$ cat src/rtl/mult_arbiter.sv
// Round-robin front end that shares one fixed-latency multiplier core among
// N_REQ requesters, with credit-protected per-requester result FIFOs.
module mult_arbiter #(
  parameter int unsigned N_REQ = 4,
  parameter int unsigned LAT   = 4,
  parameter int unsigned DEPTH = 2
) (
  input  logic                  clk,
  input  logic                  rst_n,
  input  logic [N_REQ-1:0]      req_valid,
  output logic [N_REQ-1:0]      req_ready,
  input  logic [32*N_REQ-1:0]   req_a,
  input  logic [32*N_REQ-1:0]   req_b,
  output logic [N_REQ-1:0]      res_valid,
  input  logic [N_REQ-1:0]      res_ready,
  output logic [64*N_REQ-1:0]   res_p,
  output logic [31:0]           core_a,
  output logic [31:0]           core_b,
  output logic                  core_en,
  input  logic [63:0]           core_p,
  output logic                  busy
);

  localparam int unsigned IDW = (N_REQ > 1) ? $clog2(N_REQ) : 1;
  localparam int unsigned CW  = $clog2(DEPTH + 1);
  localparam int unsigned PW  = (DEPTH > 1) ? $clog2(DEPTH) : 1;

  logic [IDW-1:0] ptr_q, ptr_d;
  logic [LAT-1:0] tag_v_q;
  logic [IDW-1:0] tag_id_q [LAT];
  logic [CW-1:0]  cnt_q    [N_REQ];
  logic [CW-1:0]  occ_q    [N_REQ];
  logic [PW-1:0]  wptr_q   [N_REQ];
  logic [PW-1:0]  rptr_q   [N_REQ];
  logic [63:0]    mem_q    [N_REQ][DEPTH];

  logic [N_REQ-1:0] elig, gnt, wr, pop;
  logic [IDW-1:0]   gidx;
  logic             found;
  logic             issue;
  int unsigned      idx;

  // A requester may issue only while it holds a free result slot (credit).
  always_comb begin
    elig = '0;
    for (int i = 0; i < N_REQ; i++) begin
      elig[i] = req_valid[i] && (cnt_q[i] < CW'(DEPTH));
    end
  end

  // Round-robin search starting at ptr_q.
  always_comb begin
    gnt   = '0;
    gidx  = '0;
    found = 1'b0;
    idx   = 0;
    for (int unsigned k = 0; k < N_REQ; k++) begin
      idx = 32'(ptr_q) + k;
      if (idx >= N_REQ) idx = idx - N_REQ;
      if (!found && elig[IDW'(idx)]) begin
        found = 1'b1;
        gidx  = IDW'(idx);
      end
    end
    if (found) gnt[gidx] = 1'b1;
  end

  assign issue     = found && rst_n;
  assign req_ready = gnt & {N_REQ{rst_n}};
  assign core_en   = issue;
  assign core_a    = issue ? req_a[32*gidx +: 32] : '0;
  assign core_b    = issue ? req_b[32*gidx +: 32] : '0;

  always_comb begin
    ptr_d = ptr_q;
    if (issue) ptr_d = (gidx == IDW'(N_REQ - 1)) ? '0 : gidx + 1'b1;
  end

  // FIFO status, pops and tag-steered writes.
  always_comb begin
    wr        = '0;
    pop       = '0;
    res_valid = '0;
    res_p     = '0;
    for (int i = 0; i < N_REQ; i++) begin
      res_valid[i]      = (occ_q[i] != '0);
      pop[i]            = res_valid[i] && res_ready[i];
      wr[i]             = tag_v_q[LAT-1] && (tag_id_q[LAT-1] == IDW'(i));
      res_p[64*i +: 64] = mem_q[i][rptr_q[i]];
    end
  end

  always_comb begin
    busy = |tag_v_q;
    for (int i = 0; i < N_REQ; i++) begin
      if (cnt_q[i] != '0) busy = 1'b1;
    end
  end

  always_ff @(posedge clk or negedge rst_n) begin
    if (!rst_n) begin
      ptr_q   <= '0;
      tag_v_q <= '0;
      for (int s = 0; s < LAT; s++) tag_id_q[s] <= '0;
      for (int i = 0; i < N_REQ; i++) begin
        cnt_q[i]  <= '0;
        occ_q[i]  <= '0;
        wptr_q[i] <= '0;
        rptr_q[i] <= '0;
      end
    end else begin
      ptr_q       <= ptr_d;
      tag_v_q[0]  <= issue;
      tag_id_q[0] <= gidx;
      for (int s = 1; s < LAT; s++) begin
        tag_v_q[s]  <= tag_v_q[s-1];
        tag_id_q[s] <= tag_id_q[s-1];
      end
      for (int i = 0; i < N_REQ; i++) begin
        if (req_ready[i] && !pop[i])      cnt_q[i] <= cnt_q[i] + 1'b1;
        else if (!req_ready[i] && pop[i]) cnt_q[i] <= cnt_q[i] - 1'b1;
        if (wr[i] && !pop[i])      occ_q[i] <= occ_q[i] + 1'b1;
        else if (!wr[i] && pop[i]) occ_q[i] <= occ_q[i] - 1'b1;
        if (wr[i])  wptr_q[i] <= (wptr_q[i] == PW'(DEPTH - 1)) ? '0 : wptr_q[i] + 1'b1;
        if (pop[i]) rptr_q[i] <= (rptr_q[i] == PW'(DEPTH - 1)) ? '0 : rptr_q[i] + 1'b1;
      end
    end
  end

  // Product storage is intentionally not reset.
  always_ff @(posedge clk) begin
    for (int i = 0; i < N_REQ; i++) begin
      if (wr[i]) mem_q[i][wptr_q[i]] <= core_p;
    end
  end

endmodule

$ cat config.mk
export PLATFORM = sky130hd
export DESIGN_NAME = mult_arbiter
export DESIGN_NICKNAME = d
export VERILOG_FILES = /design/src/rtl/mult_arbiter.sv
export SDC_FILE = /design/constraint.sdc
export NUM_CORES = 1
export LEC_CHECK = 0
export ABC_AREA = 1
export ABC_CLOCK_PERIOD_IN_PS = 5600
export BUFFER_PORTS_ARGS = -buffer_cell sky130_fd_sc_hd__buf_2
export CORE_AREA = 3 3 255 257
export DETAILED_ROUTE_END_ITERATION = 8
export DIE_AREA = 0 0 258 260
export PLACE_DENSITY_LB_ADDON = 0.08
export RECOVER_POWER = 100
export SKIP_LAST_GASP = 1
export SLEW_MARGIN = 40
export SYNTH_ARGS = -nofsm -noshare
export SYNTH_HDL_FRONTEND = slang
export SYNTH_SLANG_ARGS = --single-unit
$ cat constraint.sdc
create_clock -name clk -period 5.6 [get_ports clk]
set_clock_uncertainty 0.15 [all_clocks]
set_input_delay 0.84 -clock clk [delete_from_list [all_inputs] [get_ports clk]]
set_output_delay 0.84 -clock clk [all_outputs]
set_load 0.05 [all_outputs]
# After elaboration in Yosys (flattened, before gate mapping)
# Memories as Yosys holds them, arrays and structs flattened.
# Cells that the tools add are included.
# word_totals
ram_bits	512
in_bits	330
reg_bits	38
word_cells	260
mem_count	1
output_inout_bits	330
# memory_table
name	depth	width	read_ports	rd_ports_with_merged_regs	write_ports	line	source
mem_q	4	128	4	0	1	35	logic [63:0] mem_q [N_REQ][DEPTH];
# op_classes
n_lt_le_gt_ge	26
mux	91
shift	2
bitwise_logic	9
n_reduce_logical	73
eq_ne	4
addsub	32
# op_table
cell	count
128-bit 2-to-1 mux	10
64-bit 2-to-1 mux	16
128-bit OR reduction	3
64-bit demux with 1-bit select	4
128-bit by 8-bit indexed part select with 32-bit output	2
32-bit 2-to-1 mux	2
2-bit 2-to-1 mux	28
1-bit logical AND	37
2-bit nonzero test	16
1-bit 2-to-1 mux	25
2-bit by 1-bit subtractor with 2-bit output, second input constant	12
2-bit by 1-bit adder with 2-bit output, second input constant	9
2-bit >= comparator, second input constant	8
1-bit NOT with 2-bit output	8
1-bit logical NOT	15
2-bit by 3-bit < comparator with 1-bit output, second input constant	5
3-bit >= comparator, second input constant	3
1-bit adder, second input constant	8
1-bit binary-select mux with 2-bit select	4
2-bit by 1-bit < comparator with 1-bit output, second input constant	4
2-bit < comparator, second input constant	4
2-bit by 2-bit adder with 3-bit output, second input constant	2
2-bit equality test, second input constant	3
4-bit AND	1
8 further kinds	8

# Longest topological paths before layout
# Gate-level depths: netlist (run 1).
# depth
depth_word	24
mapped_depth	20
depth_no_buf	17

# Worst setup path before layout (run 1)
# No wires, ideal clock.
# synth_timing
path_type	flip-flop to flip-flop
from	register tag_id_q[1] (netlist name)
to	memory mem_q[3][0] (netlist name) (enable)
stages_incl_launch_ff	5
synth_period_minus_slack_ps	4134
n_path_buf	0
arrival_ps	3497
setup_slack_ps	1466
setup_time_ps	486
required_time_ps	4964
cell_sequence	dfrtp_1 -> inv_1 -> nor3_1 -> inv_1 -> nor2_1
# synth_via
word_cells_on_any_way	25
classes_between	eq/ne (3); mux (14); reduce/logical (8)
# synth_rtl
item	line	source
start, declared	30	logic [IDW-1:0] tag_id_q [LAT];
start signal, assigned by index	117	tag_id_q[s] <= tag_id_q[s-1];
2-bit equality test (*)	88	wr[i] = tag_v_q[LAT-1] && (tag_id_q[LAT-1] == IDW'(i));
1-bit logical AND (*)	88	
via wr[3]	37	logic [N_REQ-1:0] elig, gnt, wr, pop;
1-bit 2-to-1 mux (*)	133	if (wr[i]) mem_q[i][wptr_q[i]] <= core_p;
128-bit 2-to-1 mux (not written as such) (*)	133	
128-bit OR reduction (no source line)	n/a	
2-bit 2-to-1 mux (no source line) / 128-bit 2-to-1 mux (equally long branches)	n/a	
end, declared	35	
# Mark *: on every way through the listed nets, which the timed path passes. The rest lies on a longest branch.

# Worst setup path after layout (run 1)
# layout_timing
from	register ptr_q[0]
to	output core_a[29]
# layout_via
elab_chain_len	16
word_cells_on_any_way	40
classes_between	add/sub (7); order compare (4); shift (1); mux (21); reduce/logical (7)
# layout_rtl
item	line	source
start, declared	28	logic [IDW-1:0] ptr_q, ptr_d;
start signal, assigned	112	ptr_q <= ptr_d;
parallel branches: the longest is 15 deep, another holds 2-bit by 1-bit adder with 3-bit output	n/a	
32-bit 2-to-1 mux (*)	71	assign core_a = issue ? req_a[32*gidx +: 32] : '0;
end, declared	17	output logic [31:0] core_a,
# Mark *: on every way between the ends. The select of a mux whose other input is x is not followed.

==> results of run 1 <==
[area by class of cell]
cell class                      instances  area (sq um)  share of cell area (%)
Clock buffer                           69          1470                   5.050
Sequential cell                       550         16340                   56.11
Clock inverter                         34         357.8                   1.229
Tap cell                              846          1059                   3.636
Multi-Input combinational cell       1412          6116                   21.01
Antenna cell                            6         15.01                 0.05157
Timing Repair Buffer                  698          3123                   10.73
Inverter                              167         636.9                   2.188
[registers in the layout, summed over array words and instances (netlist names)]
name and flops:
mem_q 512, cnt_q 8, occ_q 8, tag_id_q 8, rptr_q 4, tag_v_q 4, wptr_q 4, ptr_q 2
[per-layer routing]
layer,wire [um],vias to the layer above,global-route usage [%]
li1,-,8784,-
met1,32280,9165,28.38
met2,44430,645,44.39
met3,6766,146,7.196
met4,3096,18,9.082
met5,137,-,0
[final timing paths]
path,start,to,cells past startpoint
min reg2reg,tag_id_q[5]$_DFF_PN0_,tag_id_q[3]$_DFF_PN0_,0
min in group asynchronous,rst_n,ptr_q[0]$_DFFE_PN0P_,2
max reg2reg,tag_v_q[3]$_DFF_PN0_,mem_q[3][70]$_DFFE_PP_,5
min,tag_id_q[5]$_DFF_PN0_,tag_id_q[3]$_DFF_PN0_,0
max in group asynchronous,rst_n,rptr_q[2]$_DFFE_PN0P_,2
max,ptr_q[0]$_DFFE_PN0P_,core_a[29],14
[cells in the final DEF, fill, tap and decap left out, types with 2 or more instances in the layout]
cell type | synthesis | routed
clkinvlp_4 | 0 | 4
a21oi_1 | 74 | 74
xnor2_1 | 8 | 8
nand3_1 | 79 | 79
buf_2 | 53 | 277
dfrtp_1 | 38 | 34
clkinv_1 | 0 | 10
clkbuf_2 | 0 | 8
nand4_1 | 128 | 128
inv_4 | 1 | 4
clkbuf_1 | 48 | 404
nor4_1 | 3 | 3
nor2_1 | 17 | 15
xor2_1 | 13 | 13
nand2_2 | 5 | 3
nand2_1 | 1053 | 1054
clkbuf_16 | 0 | 56
buf_4 | 4 | 13
dfrtp_4 | 0 | 2
clkinv_2 | 0 | 11
ha_1 | 9 | 9
clkbuf_8 | 0 | 2
nor3_1 | 5 | 5
inv_1 | 164 | 160
dfrtp_2 | 0 | 2
edfxtp_1 | 512 | 512
o21ai_0 | 11 | 11
inv_2 | 2 | 3
diode_2 | 0 | 6
nor2_4 | 0 | 2
buf_12 | 0 | 5
bufinv_16 | 0 | 7
nand3_4 | 0 | 2
nand3_2 | 4 | 2
[worst max-delay path: stages (launching register included)]
cell and delay [ns]:
dfrtp_1 0.60, inv_4 0.14, nand3_1 0.16, nand3_1 0.09
nand2_1 0.16, nand2_1 0.14, nand2_1 0.12, nand2_4 0.16
nand3_4 0.34, clkbuf_1 0.46, nand2_1 0.10, nand2_1 0.09
nand2_1 0.05, a21oi_1 0.25, clkbuf_1 0.56
[metrics by stage]
stage	std cells	setup WS, ns	utilization (%)	hold slack, ns
6_report	3782	0.5697	46.24	0.2025
2_1_floorplan	2263	1.466	-	0.1812
3_5_place_dp	3673	1.207	44.41	0.1870
4_1_cts	3776	0.8255	47.31	0.1727
3_3_place_gp	3669	1.229	44.23	0.1814
5_1_grt	3781	0.3201	46.23	0.2052
[cell families after synthesis]
| logic type | share of synthesized area [%] |
|---|---|
| buffers and inverters | 5.530 |
| DFF | 68.85 |
| adders and majority gates | 0.4749 |
| and+or+nand+nor | 22.55 |
| AOI/OAI and AO/OA | 1.815 |
| xor gates and xnor gates | 0.7757 |
==> impl_metrics.py, run 1 <==
metrics = {
    "sta": {
        "worstMarginPinSlew_ns": 2.940,
        "tns_ns": 0,
        "drv_slew": 655,
        "hold_violations": 0,
        "fin_crit_sh_pct": 89.83,
        "setup_viol": 0,
        "rsz0062_at_grt": "no",
        "fin_crit_ns": 5.030,
        "fmax_mhz": 198.8,
        "relSlewSlack_pct": -95.99,
    },
    "finish": {
        "fillCellCount": 6207,
        "stdcell_area_sq_mm": 0.02911,
        "drive_above_1_share_pct": 13.92,
        "final_nets": 3223,
        "syn2layout_area_growth_pct": 22.78,
    },
    "setup_path": {
        "worstPathMaxFanout": 27,
        "timing_worst_setup_path_type": "reg2out",
        "critPathArrivalTime_ns": 4.04,
        "critPathLaunchType": "flop",
        "cp-end-kind": "primary output",
        "r2r_slack_ns": 0.85,
        "cp.required_ns": 4.61,
    },
    "route": {
        "wire_per_inst_um": 22.93,
        "ant_nets": 0,
        "drt_iter0_drc": 1267,
        "dr.pass1.iters": 5,
        "drt-total-wl_mm": 86.71,
        "viasPerCell": 4.960,
        "post-route-drc-count": 0,
        "vias": 18760,
    },
    "synthesis": {
        "async_reset_ff_share_pct": 6.909,
        "ys_seq_area_share_pct": 68.85,
        "synth_top_area_share_pct": 64.84,
        "synth_cell_types": 26,
        "syn_area_per_cell_sq_um": 10.48,
        "synth_warnings": 0,
        "netlist_area_sq_mm": 0.02371,
        "dominantRegCellSynth": "edfxtp_1",
        "synth_seq_cells": 550,
        "synth.area.top_cells": "edfxtp_1 65%, nand2_1 17%, dfrtp_1 4.0%, nand4_1 3.4%, inv_1 2.6%",
        "synth_common_cells": "1053 x nand2_1, 512 x edfxtp_1, 164 x inv_1, 128 x nand4_1, 79 x nand3_1",
        "yosysTopAreaCell": "edfxtp_1",
        "yosysMostFrequentCell": "nand2_1",
        "netlist_instances": 2263,
        "synth_edf_count": 512,
        "syn_nets": 2602,
    },
    "grt": {
        "grt_max_degree": 129,
        "grt_usage_pct": 24.89,
        "gr-total-overflow": 0,
        "antenna_found_initial": 18,
        "grt_pass1_wl_mm": 123.7,
        "grt_pass1_vias": 18160,
    },
    "outcome": {
        "violations": "max-capacitance violations, max-slew violations",
        "status": "complete, but fails checks",
    },
    "placement": {
        "place_area_sq_mm": 0.02796,
        "io_buffers": 659,
        "gp_congestion": 1.021,
        "post-dp-hpwl_mm": 59.22,
    },
    "die": {
        "die-area_sq_mm": 0.06708,
        "core_area_sq_mm": 0.06297,
        "start_util_pct": 37.66,
        "ios": 660,
        "die_w_um": 258,
        "die_y_um": 260,
        "row_count": 92,
    },
    "clocking": {
        "postCtsResizedCells": 0,
        "cts.sinks": 550,
        "cts_hold_buf": 0,
        "numCtsBuffers": 55,
        "cts_buffer_depth": 3,
        "clk_latency_ns": 0.58,
        "post_cts_buffers": 0,
        "cts_tree": "built",
        "ctsHtreeMaxLevel": 2,
        "clockRootBuffer": "clkbuf_16",
        "path_clk_slew_ns": 0.06,
    },
    "hold_path": {
        "holdCritPathClass": "reg2reg",
    },
    "job": {
        "cap_violations": 14,
    },
}
Power of run 1 is left out: the tool's default activity adds up to more than one toggle a clock period on the data nets, which glitch-free logic cannot reach.
==> run 2: changes to the inputs <==
--- a/config.mk
+++ b/config.mk
@@ -6,11 +6,11 @@
 export NUM_CORES = 1
 export LEC_CHECK = 0
 export ABC_AREA = 1
-export ABC_CLOCK_PERIOD_IN_PS = 5600
+export ABC_CLOCK_PERIOD_IN_PS = 5300
 export BUFFER_PORTS_ARGS = -buffer_cell sky130_fd_sc_hd__buf_2
-export CORE_AREA = 3 3 255 257
+export CORE_ASPECT_RATIO = 0.5
+export CORE_UTILIZATION = 45
 export DETAILED_ROUTE_END_ITERATION = 8
-export DIE_AREA = 0 0 258 260
 export PLACE_DENSITY_LB_ADDON = 0.08
 export RECOVER_POWER = 100
 export SKIP_LAST_GASP = 1
==> constraint.sdc (replaced) <==
create_clock -name clk -period 5.3 [get_ports clk]
set_clock_uncertainty 0.15 [all_clocks]
set_input_delay 0.795 -clock clk [delete_from_list [all_inputs] [get_ports clk]]
set_output_delay 0.795 -clock clk [all_outputs]
set_load 0.05 [all_outputs]
==> run 2 against run 1 <==
Effect of this change: the flow still finishes with violations (max-capacitance violations, max-slew violations); design area fell by 1.3%; die area down 20%; register-to-register slack worse by 0.29 ns; sequential share of layout area grew 0.74 points; critical path depth down 3; routed wire length fell by 11%; flip-flop and latch count did not move; worst hold slack got worse by 0.00073 ns; setup slack worse by 0.26 ns; non-clock buffer count increased by 2; global-route usage up 2.8 points; final cell count fell by 3.9%; critical endpoint is now core_a[14]; highest routed layer unchanged.
==> impl_metrics.py, run 2 (synthesized netlist as in run 1, its figures left out) <==
metrics = {
    "outcome": {
        "status": "complete, but fails checks",
        "violations": "max-capacitance violations, max-slew violations",
    },
    "clocking": {
        "path_clk_slew_ns": 0.06,
        "cts_buffer_depth": 3,
        "clockRootBuffer": "clkbuf_16",
        "cts_hold_buf": 0,
        "ctsHtreeMaxLevel": 2,
        "numCtsBuffers": 50,
        "cts_tree": "built",
        "post_cts_buffers": 0,
        "clk_latency_ns": 0.57,
        "cts.sinks": 550,
        "postCtsResizedCells": 0,
    },
    "die": {
        "core_area_sq_mm": 0.05197,
        "row_count": 59,
        "start_util_pct": 45.63,
        "die_y_um": 164.3,
        "ios": 660,
        "die_w_um": 326.6,
        "die-area_sq_mm": 0.05367,
    },
    "sta": {
        "drv_slew": 409,
        "fin_crit_sh_pct": 94.23,
        "setup_viol": 0,
        "fmax_mhz": 200.2,
        "fin_crit_ns": 4.994,
        "relSlewSlack_pct": -83.66,
        "rsz0062_at_grt": "no",
        "hold_violations": 0,
        "tns_ns": 0,
        "layout_setup_ws_ns": 0.3060,
        "timing.hold.ws_ns": 0.2017,
        "worstMarginPinSlew_ns": 2.755,
    },
    "hold_path": {
        "holdCritPathClass": "reg2reg",
        "min-delay-start": "tag_id_q[5]$_DFF_PN0_",
    },
    "grt": {
        "grt_usage_pct": 27.69,
        "grt_pass1_wl_mm": 109.9,
        "grt_pass1_vias": 16850,
        "antenna_found_initial": 11,
        "gr-total-overflow": 0,
        "grt_max_degree": 71,
    },
    "route": {
        "viasPerCell": 5.079,
        "drt-total-wl_mm": 77.14,
        "ant_nets": 0,
        "drt_iter0_drc": 1263,
        "vias": 18460,
        "dr.pass1.iters": 5,
        "wire_per_inst_um": 21.23,
        "post-route-drc-count": 0,
    },
    "finish": {
        "final_common_cell": "nand2_1",
        "largest_reg_flops": 512,
        "drive_above_1_share_pct": 16.84,
        "ff_latch_area_sq_mm": 0.01633,
        "syn2layout_area_growth_pct": 21.15,
        "multi_input_area_sq_mm": 0.006116,
        "fillCellCount": 4789,
        "mostFrequentLayoutCells": "1052 x nand2_1, 512 x edfxtp_1, 311 x clkbuf_1",
        "final_nets": 3220,
    },
    "setup_path": {
        "crit_slowest_cell": "buf_4",
        "critPathLaunchType": "flop",
        "worstPathMaxFanout": 69,
        "worst-path-buf-inv": 3,
        "cp-end-kind": "primary output",
        "critPathArrivalTime_ns": 4.05,
        "timing_worst_setup_path_type": "reg2out",
        "slowest_delay_ns": 0.68,
        "path_delay_family": "buffers and inverters",
        "cp.required_ns": 4.36,
        "crit_path_frequent_cell": "nand2_1",
        "crit_path_cell_trace": "inv_4 > nand3_1 > nand3_1 > nand2_1 > nand4_4 > buf_4 > nand4_1 > nand2_1 > nand2_1 > a21oi_1 > clkbuf_1",
        "r2r_start": "tag_id_q[1]$_DFF_PN0_",
        "crit_start": "ptr_q[0]$_DFFE_PN0P_",
    },
    "job": {
        "cap_violations": 14,
    },
    "placement": {
        "gp_congestion": 0.9548,
        "io_buffers": 659,
        "dp_slack_ns": 0.8550,
        "post-dp-hpwl_mm": 50.47,
    },
}
run 2: cell count changes in the layout (fill, tap and decap cells not counted), moves of 3 or more:
cell and change:
buf_12 -5, inv_4 -3, clkinvlp_4 -4, bufinv_16 -4, diode_2 +6, clkbuf_1 -93, buf_6 +3, clkbuf_16 -5
clkbuf_2 +83, buf_4 +3, buf_2 +12
run 2: worst reg2reg max path, delay by kind of cell, from the launching register on:
kind / cells / cell delay [ns]
simple gates: 2 / 0.56
buf+inv: 3 / 3.22
flops: 1 / 0.42
run 2: per-stage QoR:
step	instance area (sq um)	std cells	utilization (%)
finish	28730	3634	55.27
CTS	29250	3622	56.28
global route	28720	3632	55.27
floorplan	23710	2263	-
detailed placement	27700	3530	53.30
global placement	27620	3527	53.15
run 2: cell type report:
type | count | area share [%]
sequential | 550 | 56.85
multi-input combinational | 1412 | 21.29
timing repair buffer | 700 | 11.12
clock buffer | 63 | 4.634
tap | 701 | 3.053
inverter | 167 | 2.200
clock inverter | 29 | 0.7535
antenna | 12 | 0.1045
run 2: per-layer routing:
| layer | vias up | global-route usage [%] | share of wire (%) |
|---|---|---|---|
| li1 | 8791 | - | - |
| met1 | 8985 | 35.22 | 41 |
| met2 | 559 | 49.03 | 51 |
| met3 | 121 | 4.167 | 5.1 |
| met4 | 2 | 8.581 | 2.9 |
| met5 | - | 0 | 0.026 |
run 2: worst paths after layout:
kind / slack [ns] / to / depth (start not counted)
max in group asynchronous: 2.75 / rptr_q[3]$_DFFE_PN0P_ / 2
min: 0.20 / tag_id_q[3]$_DFF_PN0_ / 0
min in group asynchronous: 0.86 / rptr_q[1]$_DFFE_PN0P_ / 2
max: 0.31 / core_a[14] / 11
min reg2reg: 0.20 / tag_id_q[3]$_DFF_PN0_ / 0
max reg2reg: 0.56 / mem_q[0][117]$_DFFE_PP_ / 5
Power of run 2 is left out for the same reason.
